$ cat src/rtl/fetch_pkg.sv
// Shared definitions for the instruction fetch controller.
//   fetch_state_e : controller FSM states (IDLE, FETCH, HALT)
//   INSN_BYTES    : size of one instruction word in bytes
//   addr_ok()     : true when an address is word-aligned and names a word
//                   that lies entirely inside the instruction memory
package fetch_pkg;

  typedef enum logic [1:0] {
    IDLE  = 2'd0,
    FETCH = 2'd1,
    HALT  = 2'd2
  } fetch_state_e;

  localparam int unsigned INSN_BYTES = 4;

  function automatic logic addr_ok(input logic [31:0] addr,
                                   input int unsigned mem_bytes);
    return (addr[1:0] == 2'b00) && (addr <= 32'(mem_bytes - INSN_BYTES));
  endfunction

endpackage

$ cat src/rtl/fetch_ctrl_pc_gen.sv
// Program counter generator for the fetch controller.
// Holds the PC, steps it by one instruction, wraps or freezes at the end of
// memory, and loads a redirect target on request.
//   clk, reset : clock, synchronous active-high reset (PC <= RESET_PC)
//   load       : take load_pc as the next PC (highest priority)
//   load_pc    : redirect target, already validated by the caller
//   advance    : step to the next instruction
//   pc         : current PC
//   last_word  : PC names the final word of memory
module pc_gen
  import fetch_pkg::*;
#(
  parameter int unsigned MEM_BYTES = 32,
  parameter logic [31:0] RESET_PC  = 32'h0000_0000,
  parameter bit          WRAP      = 1'b1
) (
  input  logic        clk,
  input  logic        reset,
  input  logic        load,
  input  logic [31:0] load_pc,
  input  logic        advance,
  output logic [31:0] pc,
  output logic        last_word
);

  // Widened by one bit so a PC near 2^32 cannot overflow the comparison.
  assign last_word = ({1'b0, pc} + 33'(INSN_BYTES)) >= 33'(MEM_BYTES);

  always_ff @(posedge clk) begin
    // NOTE: state registers use non-blocking assignments so every flop in
    // the design samples pre-edge values regardless of block ordering.
    if (reset) begin
      pc <= RESET_PC;
    end else if (load) begin
      pc <= load_pc;
    end else if (advance) begin
      if (!last_word)  pc <= pc + 32'(INSN_BYTES);
      else if (WRAP)   pc <= 32'h0;
      // Without wrap the PC freezes on the last word; the FSM halts.
    end
  end

endmodule

$ cat src/rtl/fetch_ctrl.sv
// Instruction fetch controller.
// Presents the PC to a combinational instruction memory, registers the
// returned word with a valid/ready handshake toward the decoder, and handles
// redirects, halt requests and end-of-memory.
//   clk, reset      : clock, synchronous active-high reset
//   imem_addr       : byte address presented to instruction memory (the PC)
//   imem_rdata      : word read combinationally at imem_addr
//   redirect_valid  : one-cycle branch/jump request
//   redirect_pc     : redirect target
//   halt_req        : stop fetching once the held instruction drains
//   inst_valid      : inst_data/inst_pc hold an instruction
//   inst_ready      : consumer accepts the held instruction
//   inst_data       : registered instruction word
//   inst_pc         : address inst_data was fetched from
//   fetch_err       : sticky error (bad redirect, end of memory without wrap)
//   fetch_count     : accepted instructions, saturating
module fetch_ctrl
  import fetch_pkg::*;
#(
  parameter int unsigned MEM_BYTES = 32,
  parameter logic [31:0] RESET_PC  = 32'h0000_0000,
  parameter bit          WRAP      = 1'b1
) (
  input  logic        clk,
  input  logic        reset,
  output logic [31:0] imem_addr,
  input  logic [31:0] imem_rdata,
  input  logic        redirect_valid,
  input  logic [31:0] redirect_pc,
  input  logic        halt_req,
  output logic        inst_valid,
  input  logic        inst_ready,
  output logic [31:0] inst_data,
  output logic [31:0] inst_pc,
  output logic        fetch_err,
  output logic [15:0] fetch_count
);

  fetch_state_e state, state_next;

  logic [31:0] pc;
  logic        last_word;
  logic        transfer;
  logic        redir_ok;
  logic        capture;
  logic        clear_valid;
  logic        set_err;
  logic        pc_load;
  logic        pc_adv;

  pc_gen #(
    .MEM_BYTES (MEM_BYTES),
    .RESET_PC  (RESET_PC),
    .WRAP      (WRAP)
  ) u_pc_gen (
    .clk       (clk),
    .reset     (reset),
    .load      (pc_load),
    .load_pc   (redirect_pc),
    .advance   (pc_adv),
    .pc        (pc),
    .last_word (last_word)
  );

  assign imem_addr = pc;
  assign transfer  = inst_valid & inst_ready;
  assign redir_ok  = addr_ok(redirect_pc, MEM_BYTES);

  always_ff @(posedge clk) begin
    if (reset) state <= IDLE;
    else       state <= state_next;
  end

  always_comb begin
    // NOTE: every output of this block gets a default first, so no path
    // through the case can leave a value unassigned and infer a latch.
    state_next  = state;
    capture     = 1'b0;
    clear_valid = 1'b0;
    set_err     = 1'b0;
    pc_load     = 1'b0;
    pc_adv      = 1'b0;

    if (redirect_valid) begin
      // Redirect wins in every state; the held word (if not taken this
      // cycle) is the wrong-path one and is flushed.
      clear_valid = 1'b1;
      if (redir_ok) begin
        pc_load    = 1'b1;
        state_next = FETCH;
      end else begin
        set_err    = 1'b1;
        state_next = HALT;
      end
    end else begin
      unique case (state)
        IDLE: state_next = FETCH;

        FETCH: begin
          // Output slot is free, or being emptied this cycle.
          if (!inst_valid || inst_ready) begin
            if (halt_req) begin
              clear_valid = 1'b1;
              state_next  = HALT;
            end else begin
              capture = 1'b1;
              pc_adv  = 1'b1;
              if (last_word && !WRAP) begin
                set_err    = 1'b1;
                state_next = HALT;
              end
            end
          end
        end

        // A final word captured on entry (end of memory) still drains here.
        HALT: if (transfer) clear_valid = 1'b1;

        default: state_next = IDLE;
      endcase
    end
  end

  always_ff @(posedge clk) begin
    if (reset) begin
      inst_valid  <= 1'b0;
      inst_data   <= 32'h0;
      inst_pc     <= 32'h0;
      fetch_err   <= 1'b0;
      fetch_count <= 16'h0;
    end else begin
      if (capture) begin
        inst_valid <= 1'b1;
        inst_data  <= imem_rdata;
        inst_pc    <= pc;
      end else if (clear_valid) begin
        inst_valid <= 1'b0;
      end
      if (set_err) fetch_err <= 1'b1;
      if (transfer && fetch_count != 16'hFFFF) fetch_count <= fetch_count + 16'd1;
    end
  end

endmodule

$ cat config.mk
export PLATFORM = sky130hd
export DESIGN_NAME = fetch_ctrl
export DESIGN_NICKNAME = d
export VERILOG_FILES = /design/src/rtl/fetch_pkg.sv /design/src/rtl/fetch_ctrl_pc_gen.sv /design/src/rtl/fetch_ctrl.sv
export SDC_FILE = /design/constraint.sdc
export NUM_CORES = 1
export LEC_CHECK = 0
export CAP_MARGIN = 25
export CORE_ASPECT_RATIO = 0.7
export CORE_MARGIN = 5
export CORE_UTILIZATION = 30
export CTS_CLUSTER_DIAMETER = 100
export DETAILED_ROUTE_END_ITERATION = 7
export PLACE_DENSITY_LB_ADDON = 0.05
export SLEW_MARGIN = 25
export SYNTH_ARGS = -nofsm -noshare
export SYNTH_HDL_FRONTEND = slang
export SYNTH_SLANG_ARGS = --single-unit
$ cat constraint.sdc
create_clock -name clk -period 3.5 [get_ports clk]
set_input_delay 0.35 -clock clk [delete_from_list [all_inputs] [get_ports clk]]
set_output_delay 0.35 -clock clk [all_outputs]
set_load 0.01 [all_outputs]
# Yosys cells after proc, flatten, opt, wreduce, memory -nomap -nowiden
# Cells that the tools add are included.
dict set report classes {
  add_sub_neg 3
  eq_ne 6
  magnitude_cmp 2
  reduce_logical 9
  n_mux 23
  n_bitwise 1
}
# op n
set ops {}
lappend ops {{2-to-1 mux 32 bit} 3}
lappend ops {{adder 32 x 3 -> 33 bit (second input constant)} 1}
lappend ops {{greater-or-equal comparator 33 x 6 -> 1 bit (second input constant)} 1}
lappend ops {{adder 32 x 3 -> 32 bit (second input constant)} 1}
lappend ops {{<= comparator 32 x 5 -> 1 bit (second input constant)} 1}
lappend ops {{adder 16 x 1 -> 16 bit (second input constant)} 1}
lappend ops {{!= test 16 bit (second input constant)} 1}
lappend ops {{2-to-1 mux 1 bit} 14}
lappend ops {{2-to-1 mux 2 bit} 4}
lappend ops {{!= test 3 bit (second input constant)} 2}
lappend ops {{one-hot mux 2 bit (3 select lines)} 1}
lappend ops {{zero test 2 bit} 2}
lappend ops {{nonzero test 2 bit} 2}
lappend ops {{AND reduction 3 bit} 1}
lappend ops {{equality test 2 x 1 -> 1 bit (second input constant)} 1}
lappend ops {{equality test 2 bit (second input constant)} 1}
lappend ops {{logical AND 1 bit} 2}
lappend ops {{!= test 2 bit (second input constant)} 1}
lappend ops {{one-hot mux 1 bit (2 select lines)} 1}
lappend ops {{AND 1 bit} 1}
lappend ops {{zero test 1 bit} 1}
lappend ops {{logical OR 1 bit} 1}
dict set report totals {
  elab_cells 51
  output_inout_bits 114
  input_bits 69
  register_bits 116
}

# Longest topological paths before layout
# Gate-level depths: netlist of run 1.
dict set report logic_depth {
  ltp_word 7
  mapped_depth 10
  mapped_depth_nobuf 9
}

# By module
# Synthesis of run 1 repeated with hierarchy kept, for this count alone.
dict set report hier_totals {
  cells_unflattened 678
  hier_area_um2 5391.4
}
# module n_inst cells_per_inst seq_area_each_um2 area_each_um2
set modules_own_cells {}
lappend modules_own_cells {fetch_ctrl 1 420 1681.6 3350.7}
lappend modules_own_cells {pc_gen 1 258 640.6 2040.7}

# Least setup slack after synthesis of run 1
# OpenSTA, ideal clock, no wires.
dict set report synth_timing {
  kind {reg-to-reg}
  from {register u_pc_gen.pc[2]}
  to {register u_pc_gen.pc[2]}
  n_path_buf 0
  synth_period_minus_slack_ns 2.479
  path_slack_ns 1.021
  arrival_ns 2.411
  path_stages_with_launch 10
  required_time_ns 3.433
  cell_sequence {dfxtp_1 ha_1 inv_1 nor3_1 nand2_1 or4b_1 a21oi_1 nand4_1 or3_1 a21oi_2}
}
dict set report synth_via {
  elab_chain_cells 5
}
# item line_no
set synth_rtl {}
lappend synth_rtl {{start, declared} fetch_ctrl_pc_gen.sv:22} ;# output logic [31:0] pc,
lappend synth_rtl {{start signal, assigned} fetch_ctrl_pc_gen.sv:35} ;# pc <= load_pc;
lappend synth_rtl {{start signal, assigned} fetch_ctrl_pc_gen.sv:37} ;# if (!last_word) pc <= pc + 32'(INSN_BYTES);
lappend synth_rtl {{adder 32 x 3 -> 33 bit} fetch_ctrl_pc_gen.sv:27} ;# assign last_word = ({1'b0, pc} + 33'(INSN_BYTES)) >= 33'(MEM_BYTES);
lappend synth_rtl {{greater-or-equal comparator 33 x 6 -> 1 bit} fetch_ctrl_pc_gen.sv:27}
lappend synth_rtl {{2-to-1 mux 32 bit *} fetch_ctrl_pc_gen.sv:37}
lappend synth_rtl {{2-to-1 mux 32 bit *} fetch_ctrl_pc_gen.sv:36} ;# end else if (advance) begin
lappend synth_rtl {{2-to-1 mux 32 bit *} fetch_ctrl_pc_gen.sv:34} ;# end else if (load) begin
# Every way passes the cells marked *; elsewhere a longest branch is shown, timed or not. The select of a mux whose other input is x is not followed.
# A chain may end at the register's enable or synchronous reset.

# Worst setup path after layout of run 1
# Same ends and word-level chain as after synthesis.

==> results by group, run 1 <==
Floorplan
  – Core Rows: 39
  – CORE AREA: between 15000 and 20000 um^2
  – Die Span Y: between 100 and 150 um
  – Die area: 18900 um^2
  – Die extent in x: 162 um
  – Initial Util: 0.302
  – I/O pin count: 183

Final layout
  – Area grow syn2layout: 54.7%
  – Share of layout cells above drive strength 1: 0.0582
  – Final nets: 852
  – N_diodes: 0
  – Design area: 7530 um^2

STA
  – Fin. Hold Viols: 0
  – Worst slew margin: 0.508
  – Worst slew pin tran: 737 ps
  – Number of max-slew violations in the final report: 0
  – Fin crit share: 0.861
  – Setup violations, final: 0
  – Fin crit period: around 3000 ps
  – Clock skew: 7.82 ps
  – TNS Setup: 0 ps
  – Final WS setup: 485 ps
  – Max Freq: 0.332 GHz
  – Unrepaired setup endpoints after global routing: no

Worst setup path
  – CP Cell Sequence: ha_1 -> inv_1 -> nor3_1 -> nand2_1 -> or4b_1 -> a21oi_1 -> nand4_1 -> or3_1 -> a21oi_2
  – Worst-path maximum fanout: 8
  – Worst endpoint data arrival time: approximately 3400 ps
  – R2r endpoint: u_pc_gen.pc[2]$_SDFFE_PP0P_
  – CP top delay family: simple AND/OR/NAND/NOR gates
  – CP max-delay cell: or4b_1
  – R2R depth: 9
  – Flop2flop setup slack: 490 ps
  – Crit. End Element: register
  – Worst setup SP type: register
  – Slowest cell delay on critical path: a little under 600 ps
  – Critical path type: reg -> reg
  – CP Depth: 9
  – FF-to-FF Start: u_pc_gen.pc[2]$_SDFFE_PP0P_
  – Critical Path RT: 3840 ps
  – Bufs and invs on worst path: 1

Global routing
  – Vias in the first global route: 4832
  – First-pass GRT wire length: 26100 um
  – GR Util All Layers: 0.176
  – Pin count of the biggest net entering global routing: 66
  – Total global routing overflow: 0
  – Antenna violations before repair: 0

Synthesis
  – FFs w/ async S/R, synth: 0
  – Synth top area cells: dfxtp_1 48%, nand2_1 12%, a21oi_1 7.1%, and3_1 3.5%, xor2_1 2.9%
  – Syn Inst Count: approximately 600
  – Post-synth EDFFs: 0
  – Synth top area share: 0.477
  – Synth cell types: 52
  – Mapped Nets: 677
  – Ys flop type: dfxtp_1
  – Cell area after synthesis: a little under 5000 um^2
  – Mean post-synth cell area: 8.07 um^2
  – Seq cells post-synth: 116
  – Leading area contributor after synthesis: dfxtp_1
  – Synth Warn #: 0
  – Sequential area share after synthesis: 0.477

Worst hold path
  – Worst min path class: in -> reg
  – Min-Delay Startpoint: reset
  – Worst hold stages: 2
  – WHS Endpoint: inst_valid$_SDFFE_PP0P_

Run status
  – Status: complete, no violations

CTS
  – Clock net sink count: 116
  – Htree depth: 4
  – Clk_lat worst skew: 410 ps
  – Cts bufs inserted: 17
  – CTS hold repair buffers: 0
  – PostCTS Resize Cnt: 0
  – Root Driver: clkbuf_16
  – Max Buffers Root-to-Sink: 2
  – Clock slew at reported path FFs: approximately 50 ps
  – CTS tree: yes
  – Post-CTS Setup Bufs: 0

Route
  – Post-DRT Antenna Nets: 0
  – Number of remaining DRC errors: 0
  – Vias: 4840
  – DR iter-0 viols: 275
  – First-pass iteration count of the detailed router: 4
  – Drt total wl: 16500 um
  – DR vias/cell: between 4 and 5
  – Post-detailed-route wirelength per cell: 16.6 um

Place
  – Pre-CTS setup slack: 558 ps
  – Port buffer count: approximately 180
  – HPWL reported at the end of detailed placement: 11900 um
  – Dpl cell area: 6870 um^2
  – GPL Wtd Cong: ~0.84

Power
  – Overall Power: 3.42 mW
  – Pleak: 2.67 nW
  – Power per cell area: 455 nW/um^2
  – Worst VDD drop: around 260 uV

Run
  – Max Cap Violations: 0
[how the worst max path moves through the flow]
| stage | start | to |
|---|---|---|
| 3_5_place_dp | u_pc_gen.pc[2]$_SDFFE_PP0P_ | u_pc_gen.pc[2]$_SDFFE_PP0P_ |
| 6_report | u_pc_gen.pc[2]$_SDFFE_PP0P_ | u_pc_gen.pc[2]$_SDFFE_PP0P_ |
| 5_1_grt | u_pc_gen.pc[2]$_SDFFE_PP0P_ | u_pc_gen.pc[3]$_SDFFE_PP0P_ |
| 2_1_floorplan | u_pc_gen.pc[2]$_SDFFE_PP0P_ | u_pc_gen.pc[2]$_SDFFE_PP0P_ |
| 4_1_cts | u_pc_gen.pc[2]$_SDFFE_PP0P_ | u_pc_gen.pc[2]$_SDFFE_PP0P_ |
| 3_3_place_gp | u_pc_gen.pc[2]$_SDFFE_PP0P_ | u_pc_gen.pc[2]$_SDFFE_PP0P_ |
[area by class of cell]
cell class	instances	area (um^2)
sequential	116	2320
inverter	12	45.0
tap	205	256
timing repair buffer	189	1870
fill	1588	8580
multi-input combinational	442	2370
clock inverter	8	171
clock buffer	23	488
[logic make-up after synthesis]
family,Yosys count,synth area share
multiplexers,5,0.0103
buffers and inverters,45,0.0368
XOR/XNOR,24,0.0432
adder cells (fa/ha/maj),5,0.0129
flip-flops,116,0.477
AO/OA/AOI/OAI,98,0.115
AND/OR/NAND/NOR,310,0.305
[state kept, by name, indices dropped and copies added (netlist names)]
signal / count
inst_data: 32
inst_pc: 32
u_pc_gen.pc: 32
fetch_count: 16
state: 2
fetch_err: 1
inst_valid: 1
[where the power goes]
group,total [mW],switching [mW],leakage [nW],internal [mW]
Clock,1.93,0.591,0.319,1.33
Combinational,0.161,0.0691,1.42,0.0919
Sequential,1.34,0.00528,0.935,1.33
Total,3.42,0.665,2.67,2.76
[per-layer routing]
| metal | part of all wire | global-route usage | vias to the layer above |
|---|---|---|---|
| met3 | 0.082 | 0.0674 | 13 |
| met5 | 0 | 0 | - |
| li1 | - | - | 2443 |
| met4 | 0.0092 | 0.0518 | 0 |
| met1 | 0.50 | 0.244 | 2237 |
| met2 | 0.41 | 0.254 | 147 |
[placed cells by master (no fill, tap or decap), types with 2 or more instances in the layout]
cell type,count
xnor2_1,8
nor2_1,33
a2111oi_0,2
clkbuf_1,2
nand3_1,16
o211ai_1,2
ha_1,5
a31o_2,2
and4b_1,2
or4_1,2
mux2i_1,5
clkdlybuf4s50_1,181
a41oi_1,2
buf_4,8
nor4b_1,2
and2_1,2
clkbuf_16,17
a21oi_1,69
a31oi_1,3
a211oi_1,2
clkbuf_8,4
and3_1,26
nor3_1,20
and4_1,4
and3_2,2
bufinv_16,5
o21ai_0,5
nor4_1,14
nand2_1,153
nand3_2,2
nand4_1,20
dfxtp_1,116
or3_1,4
xor2_1,16
inv_1,12
[cells in the mapped netlist, drive strengths merged (4+ instances only)]
library cell / count
inv: 12
ha: 5
dfxtp: 116
buf: 7
nor3: 20
a21oi: 70
xnor2: 8
nor4: 15
xor2: 16
o21ai: 6
nand2: 153
mux2i: 5
nand3: 18
nand4: 20
clkbuf: 26
and3: 28
and4: 4
nor2: 33
or3: 4
[worst register-to-register path: stages, from the launching register on]
cell and delay (ps):
dfxtp_1 450, ha_1 390, inv_1 160, nor3_1 450, nand2_1 90, or4b_1 590, a21oi_1 170, nand4_1 160
or3_1 360, a21oi_2 120
[stage by stage]
step / utilization / cells / hold slack (ps)
after floorplan: - / 603 / 470
after global placement: 0.426 / 964 / 440
after detailed placement: 0.426 / 964 / 441
after CTS: 0.467 / 995 / 438
after global routing: 0.467 / 995 / 468
final: 0.467 / 995 / 435
(Power assumes the default switching activity.)
==> inputs of run 2 (changes only) <==
--- a/config.mk
+++ b/config.mk
@@ -7,7 +7,6 @@
 export LEC_CHECK = 0
 export CAP_MARGIN = 25
 export CORE_ASPECT_RATIO = 0.7
-export CORE_MARGIN = 5
 export CORE_UTILIZATION = 30
 export CTS_CLUSTER_DIAMETER = 100
 export DETAILED_ROUTE_END_ITERATION = 7
==> run 2 against run 1 <==
Compared with the run above:
- sequential power about the same
- clock skew down 0.98 ps
- first-iteration DRC count up 2.5%
- global-route usage up 2.2 points
- sequential share of layout area up 0.087 points
- final cell count down 0.20%
- clock power down 4%
- core utilization up 1.1 points
- combinational power about the same
- via count up 1.1%
- power down 2.0%
- critical endpoint is now u_pc_gen.pc[3]$_SDFFE_PP0P_
- largest cell class unchanged
==> results by group, run 2 (synthesized netlist as in run 1, its figures left out) <==
Place
  – Port buffer count: 182 (unchanged)
  – Pre-CTS setup slack: 494 ps (-64.6 ps)
  – GPL Wtd Cong: 0.856 (+1.6%)
  – HPWL reported at the end of detailed placement: 11300 um (-5.0%)

Route
  – Drt total wl: 16000 um (-2.8%)
  – Number of remaining DRC errors: 0 (unchanged)
  – Post-DRT Antenna Nets: 0 (unchanged)
  – Post-detailed-route wirelength per cell: 16.1 um (-2.6%)
  – First-pass iteration count of the detailed router: 5 (+1)
  – DR vias/cell: 4.93 (+1.3%)
  – Vias: 4894 (+1.1%)
  – DR iter-0 viols: 282 (+2.5%)

Final layout
  – N_diodes: 0 (unchanged)
  – Final core occ: 0.478 (+0.0109)
  – FILL cells: 1516 (-4.5%)
  – Final nets: 854 (+0.23%)
  – Sequential Area: 2320 um^2 (unchanged)
  – Most frequent cells in the layout: 181 x clkdlybuf4s50_1, 153 x nand2_1, 116 x dfxtp_1
  – Area grow syn2layout: 54.2%
  – Top flop regs: inst_data: 32 flops, inst_pc: 32 flops, u_pc_gen.pc: 32 flops
  – Multi-input gate area: 2370 um^2 (unchanged)
  – Commonest non-fill, non-tap cell in the layout: clkdlybuf4s50_1
  – Share of layout cells above drive strength 1: 0.0643 (+0.00608)

Floorplan
  – CORE AREA: 15700 um^2 (-2.6%)
  – Die area: 16700 um^2 (-11%)
  – Initial Util: 0.310 (+0.00795)
  – Die extent in x: 154 um (-4.9%)
  – Core Rows: 38 (-2.6%)
  – Die Span Y: 109 um (-6.9%)
  – I/O pin count: 183 (unchanged)

Worst setup path
  – Critical Path End: u_pc_gen.pc[3]$_SDFFE_PP0P_
  – Flop2flop setup slack: 480 ps (about the same)
  – Worst endpoint data arrival time: 3370 ps (+20 ps)
  – Crit. End Element: register
  – CP Launch Point: u_pc_gen.pc[2]$_SDFFE_PP0P_
  – Critical Path RT: 3840 ps (about the same)
  – R2r endpoint: u_pc_gen.pc[3]$_SDFFE_PP0P_
  – Worst setup SP type: register
  – FF-to-FF Start: u_pc_gen.pc[2]$_SDFFE_PP0P_
  – Worst-path maximum fanout: 8 (unchanged)
  – Critical path type: reg -> reg
  – R2R depth: 9 (unchanged)

CTS
  – Post-CTS Setup Bufs: 0 (unchanged)
  – CTS tree: yes
  – Root Driver: clkbuf_16
  – CTS hold repair buffers: 0 (unchanged)
  – Clk_lat worst skew: 420 ps (about the same)
  – Max Buffers Root-to-Sink: 2 (unchanged)
  – Clock slew at reported path FFs: 60 ps (about the same)
  – Clock net sink count: 116 (unchanged)
  – Htree depth: 4 (unchanged)
  – PostCTS Resize Cnt: 0 (unchanged)
  – Cts bufs inserted: 17 (unchanged)

STA
  – Max Freq: 0.331 GHz (-0.33%)
  – Number of max-slew violations in the final report: 0 (unchanged)
  – Fin crit share: 0.864 (+0.00288)
  – Unrepaired setup endpoints after global routing: no
  – Clock skew: 6.84 ps (-0.981 ps)
  – Setup violations, final: 0 (unchanged)
  – Worst slew pin tran: 880 ps (+143 ps)
  – Fin crit period: 3020 ps (+10.1 ps)
  – Worst slew margin: 0.411 (-0.0969)
  – Fin. Hold Viols: 0 (unchanged)
  – Min Hold Slack: 398 ps (-37.4 ps)
  – TNS Setup: 0 ps (unchanged)
  – Final WS setup: 475 ps (-10.1 ps)

Global routing
  – Vias in the first global route: 4597 (-4.9%)
  – Pin count of the biggest net entering global routing: 66 (unchanged)
  – First-pass GRT wire length: 25300 um (-3.4%)
  – GR Util All Layers: 0.198 (+0.0220)
  – Antenna violations before repair: 0 (unchanged)
  – Total global routing overflow: 0 (unchanged)

Run
  – Max Cap Violations: 0 (unchanged)

Power
  – Pleak: 2.65 nW (-0.94%)
  – Power per cell area: 447 nW/um^2 (-1.7%)
  – Overall Power: 3.35 mW (-2.0%)
  – Worst VDD drop: 282 uV (+10%)

Run status
  – Status: complete, no violations

Worst hold path
  – Worst min path class: in -> reg
-- run 2: cell types whose count changed in the layout (fill, tap and decap cells not counted), sizes merged --
cell,delta
buf,+2
bufinv,-1
clkbuf,-6
clkinv,-1
clkinvlp,+6
inv,+3
-- run 2: worst min path at each step --
stage                                        start                      endpoint  slack [ps]  cells past startpoint
after CTS                                    reset  fetch_count[15]$_SDFFE_PP0P_         380                      2
final                                        reset   fetch_count[1]$_SDFFE_PP0P_         400                      2
after detailed placement    fetch_err$_SDFFE_PP0P_        fetch_err$_SDFFE_PP0P_         450                      2
after global routing                         reset   fetch_count[6]$_SDFFE_PP0P_         410                      2
after floorplan             fetch_err$_SDFFE_PP0P_        fetch_err$_SDFFE_PP0P_         470                      2
after global placement    inst_pc[17]$_SDFFE_PP0P_      inst_pc[17]$_SDFFE_PP0P_         440                      2
-- run 2: cell type report --
class,instances,share of cell area
Sequential cell,116,0.309
Multi-Input combinational cell,442,0.316
Timing Repair Buffer,191,0.251
Clock inverter,15,0.0272
Inverter,12,0.00600
Tap cell,200,0.0333
Clock buffer,17,0.0567
-- run 2: metrics by stage --
step,cells,area (um^2)
5_1_grt,993,7510
6_report,993,7510
3_5_place_dp,961,6880
2_1_floorplan,603,4870
4_1_cts,993,7510
3_3_place_gp,961,6880
-- run 2: layer usage --
metal  vias up  track usage  wire [um]
li1       2451            -          -
met1      2269        0.274       8050
met2       163        0.281       6500
met3        11       0.0794       1320
met4         0       0.0557        153
met5         -            0          0
-- run 2: worst max-delay path, stage by stage, from the launching register on --
cell,delay (ps)
dfxtp_1,450
ha_1,370
inv_1,150
nor3_1,450
nor4b_1,350
xnor2_1,190
nand4_1,140
nor4b_1,490
nand3_1,160
a31oi_1,180
-- run 2: power by group --
part | internal (mW) | switching [mW] | total, mW
Clock | 1.19 | 0.665 | 1.86
Combinational | 0.0924 | 0.0688 | 0.161
Sequential | 1.33 | 0.00520 | 1.33
==> inputs of run 3 (changes only) <==
--- a/config.mk
+++ b/config.mk
@@ -8,6 +8,7 @@
 export CAP_MARGIN = 25
 export CORE_ASPECT_RATIO = 0.7
 export CORE_UTILIZATION = 30
+export CTS_BUF_LIST = sky130_fd_sc_hd__clkbuf_8
 export CTS_CLUSTER_DIAMETER = 100
 export DETAILED_ROUTE_END_ITERATION = 7
 export PLACE_DENSITY_LB_ADDON = 0.05
==> run 3 against run 2 <==
Compared with the run above:
- core utilization shrank 1.2 points
- wire length decreased by 0.27%
- critical path depth unchanged
- global-route usage barely moved
- clock skew grew 3.1 ps
- fmax is 0.71% lower
- die area did not move
- combinational power hardly changed
==> results by group, run 3 (synthesized netlist as in run 1, its figures left out) <==
Global routing
  – Met3 Track Usage GR: 0.0798 (+0.000401)
  – Most Crowded Layer GR: met2
  – Total global routing overflow: 0 (unchanged)
  – Vias in the first global route: 4601 (+0.087%)
  – GR Util All Layers: 0.198 (-0.000352)
  – Met2 Track Usage GR: 0.277 (-0.00357)
  – Antenna violations before repair: 0 (unchanged)
  – First-pass GRT wire length: 25200 um (about the same)
  – Global routing usage on met1: 0.274 (+0.000492)
  – Pin count of the biggest net entering global routing: 66 (unchanged)

Final layout
  – Area grow syn2layout: 50.3%
  – Commonest non-fill, non-tap cell in the layout: clkdlybuf4s50_1
  – Design area: 7310 um^2 (-2.6%)
  – Layout Cells excl Fill: 993 (unchanged)
  – Share of layout cells above drive strength 1: 0.0643 (unchanged)
  – Top flop regs: inst_data: 32 flops, inst_pc: 32 flops, u_pc_gen.pc: 32 flops
  – Final nets: 854 (unchanged)
  – Most frequent cells in the layout: 181 x clkdlybuf4s50_1, 153 x nand2_1, 116 x dfxtp_1
  – Final core occ: 0.466 (-0.0122)
  – N_diodes: 0 (unchanged)

Floorplan
  – Initial Util: 0.310 (unchanged)
  – Die area: 16700 um^2 (unchanged)
  – Die extent in x: 154 um (unchanged)
  – I/O pin count: 183 (unchanged)
  – CORE AREA: 15700 um^2 (unchanged)
  – Core Rows: 38 (unchanged)
  – Die Span Y: 109 um (unchanged)

CTS
  – CTS hold repair buffers: 0 (unchanged)
  – Clk_lat worst skew: 440 ps (+20 ps)
  – Max Buffers Root-to-Sink: 2 (unchanged)
  – Post-CTS Setup Bufs: 0 (unchanged)
  – Root Driver: clkbuf_8
  – Clock net sink count: 116 (unchanged)
  – CTS tree: yes
  – Htree depth: 4 (unchanged)
  – Clock slew at reported path FFs: 70 ps (about the same)
  – Cts bufs inserted: 17 (unchanged)
  – PostCTS Resize Cnt: 0 (unchanged)

STA
  – Number of max-slew violations in the final report: 0 (unchanged)
  – Fin crit period: 3050 ps (+21.5 ps)
  – Worst slew pin tran: 883 ps (+2.90 ps)
  – Unrepaired setup endpoints after global routing: no
  – Setup violations, final: 0 (unchanged)
  – Worst slew margin: 0.409 (-0.00194)
  – Final WS setup: 454 ps (-21.5 ps)
  – Fin. Hold Viols: 0 (unchanged)
  – TNS Setup: 0 ps (unchanged)
  – Fin crit share: 0.870 (+0.00615)
  – Max Freq: 0.328 GHz (-0.71%)
  – Min Hold Slack: 366 ps (-32.1 ps)
  – Clock skew: 9.91 ps (+3.07 ps)

Route
  – Vias: 4908 (+0.29%)
  – DR vias/cell: 4.94 (+0.29%)
  – DR iter-0 viols: 305 (+8.2%)
  – Drt total wl: 16000 um (-0.27%)
  – First-pass iteration count of the detailed router: 5 (unchanged)
  – Post-DRT Antenna Nets: 0 (unchanged)
  – Number of remaining DRC errors: 0 (unchanged)
  – Post-detailed-route wirelength per cell: 16.1 um (-0.27%)

Worst setup path
  – Worst setup SP type: register
  – Slowest cell delay on critical path: 600 ps (+110 ps)
  – Bufs and invs on worst path: 1 (unchanged)
  – Worst-path maximum fanout: 8 (unchanged)
  – Crit. End Element: register
  – CP top delay family: simple AND/OR/NAND/NOR gates
  – Critical Path RT: 3880 ps (+40 ps)
  – Worst endpoint data arrival time: 3420 ps (+50 ps)
  – CP Cell Sequence: ha_1 -> inv_1 -> nor3_1 -> nand2_1 -> or4b_1 -> a21oi_1 -> nand4_1 -> or3_1 -> a21oi_2
  – Critical path type: reg -> reg
  – CP max-delay cell: or4b_1

Run status
  – Status: complete, no violations

Power
  – Pleak: 2.56 nW (-3.3%)
  – Overall Power: 2.88 mW (-14%)
  – Worst VDD drop: 215 uV (-24%)
  – Power per cell area: 393 nW/um^2 (-12%)

Place
  – Placed cell count: 961 (unchanged)
  – GPL Wtd Cong: 0.856 (unchanged)
  – Port buffer count: 182 (unchanged)
  – Dpl cell area: 6880 um^2 (unchanged)
  – HPWL reported at the end of detailed placement: 11300 um (unchanged)
  – Pre-CTS setup slack: 494 ps (unchanged)

Worst hold path
  – Worst min path class: in -> reg

Run
  – Max Cap Violations: 0 (unchanged)
[run 3: layout make-up]
cell class	instances	area [um^2]
repair buffers	191	1890
flip-flops and latches	116	2320
clock buffers	17	234
inverters	12	45.0
fillers	1536	8380
well taps	200	250
clock inverters	15	204
multi-input cells	442	2370
[run 3: power breakdown]
group / internal (mW) / total, mW / leakage (nW) / switching, mW
Combinational: 0.0924 / 0.161 / 1.43 / 0.0686
Sequential: 1.33 / 1.33 / 0.935 / 0.00525
Clock: 0.779 / 1.38 / 0.197 / 0.604
Total: 2.20 / 2.88 / 2.56 / 0.678
[run 3: worst paths after layout]
kind                               startpoint                          end  slack (ps)  cells after the start
setup reg to reg  u_pc_gen.pc[2]$_SDFFE_PP0P_  u_pc_gen.pc[2]$_SDFFE_PP0P_         450                      9
setup / recovery  u_pc_gen.pc[2]$_SDFFE_PP0P_  u_pc_gen.pc[2]$_SDFFE_PP0P_         450                      9
hold / removal                          reset  fetch_count[1]$_SDFFE_PP0P_         370                      2
hold reg to reg        fetch_err$_SDFFE_PP0P_       fetch_err$_SDFFE_PP0P_         450                      2
[run 3: layer usage]
metal	routed length, um	up-vias
met2	6410	175
met5	0	-
met4	125	0
met3	1330	11
met1	8110	2267
li1	-	2455
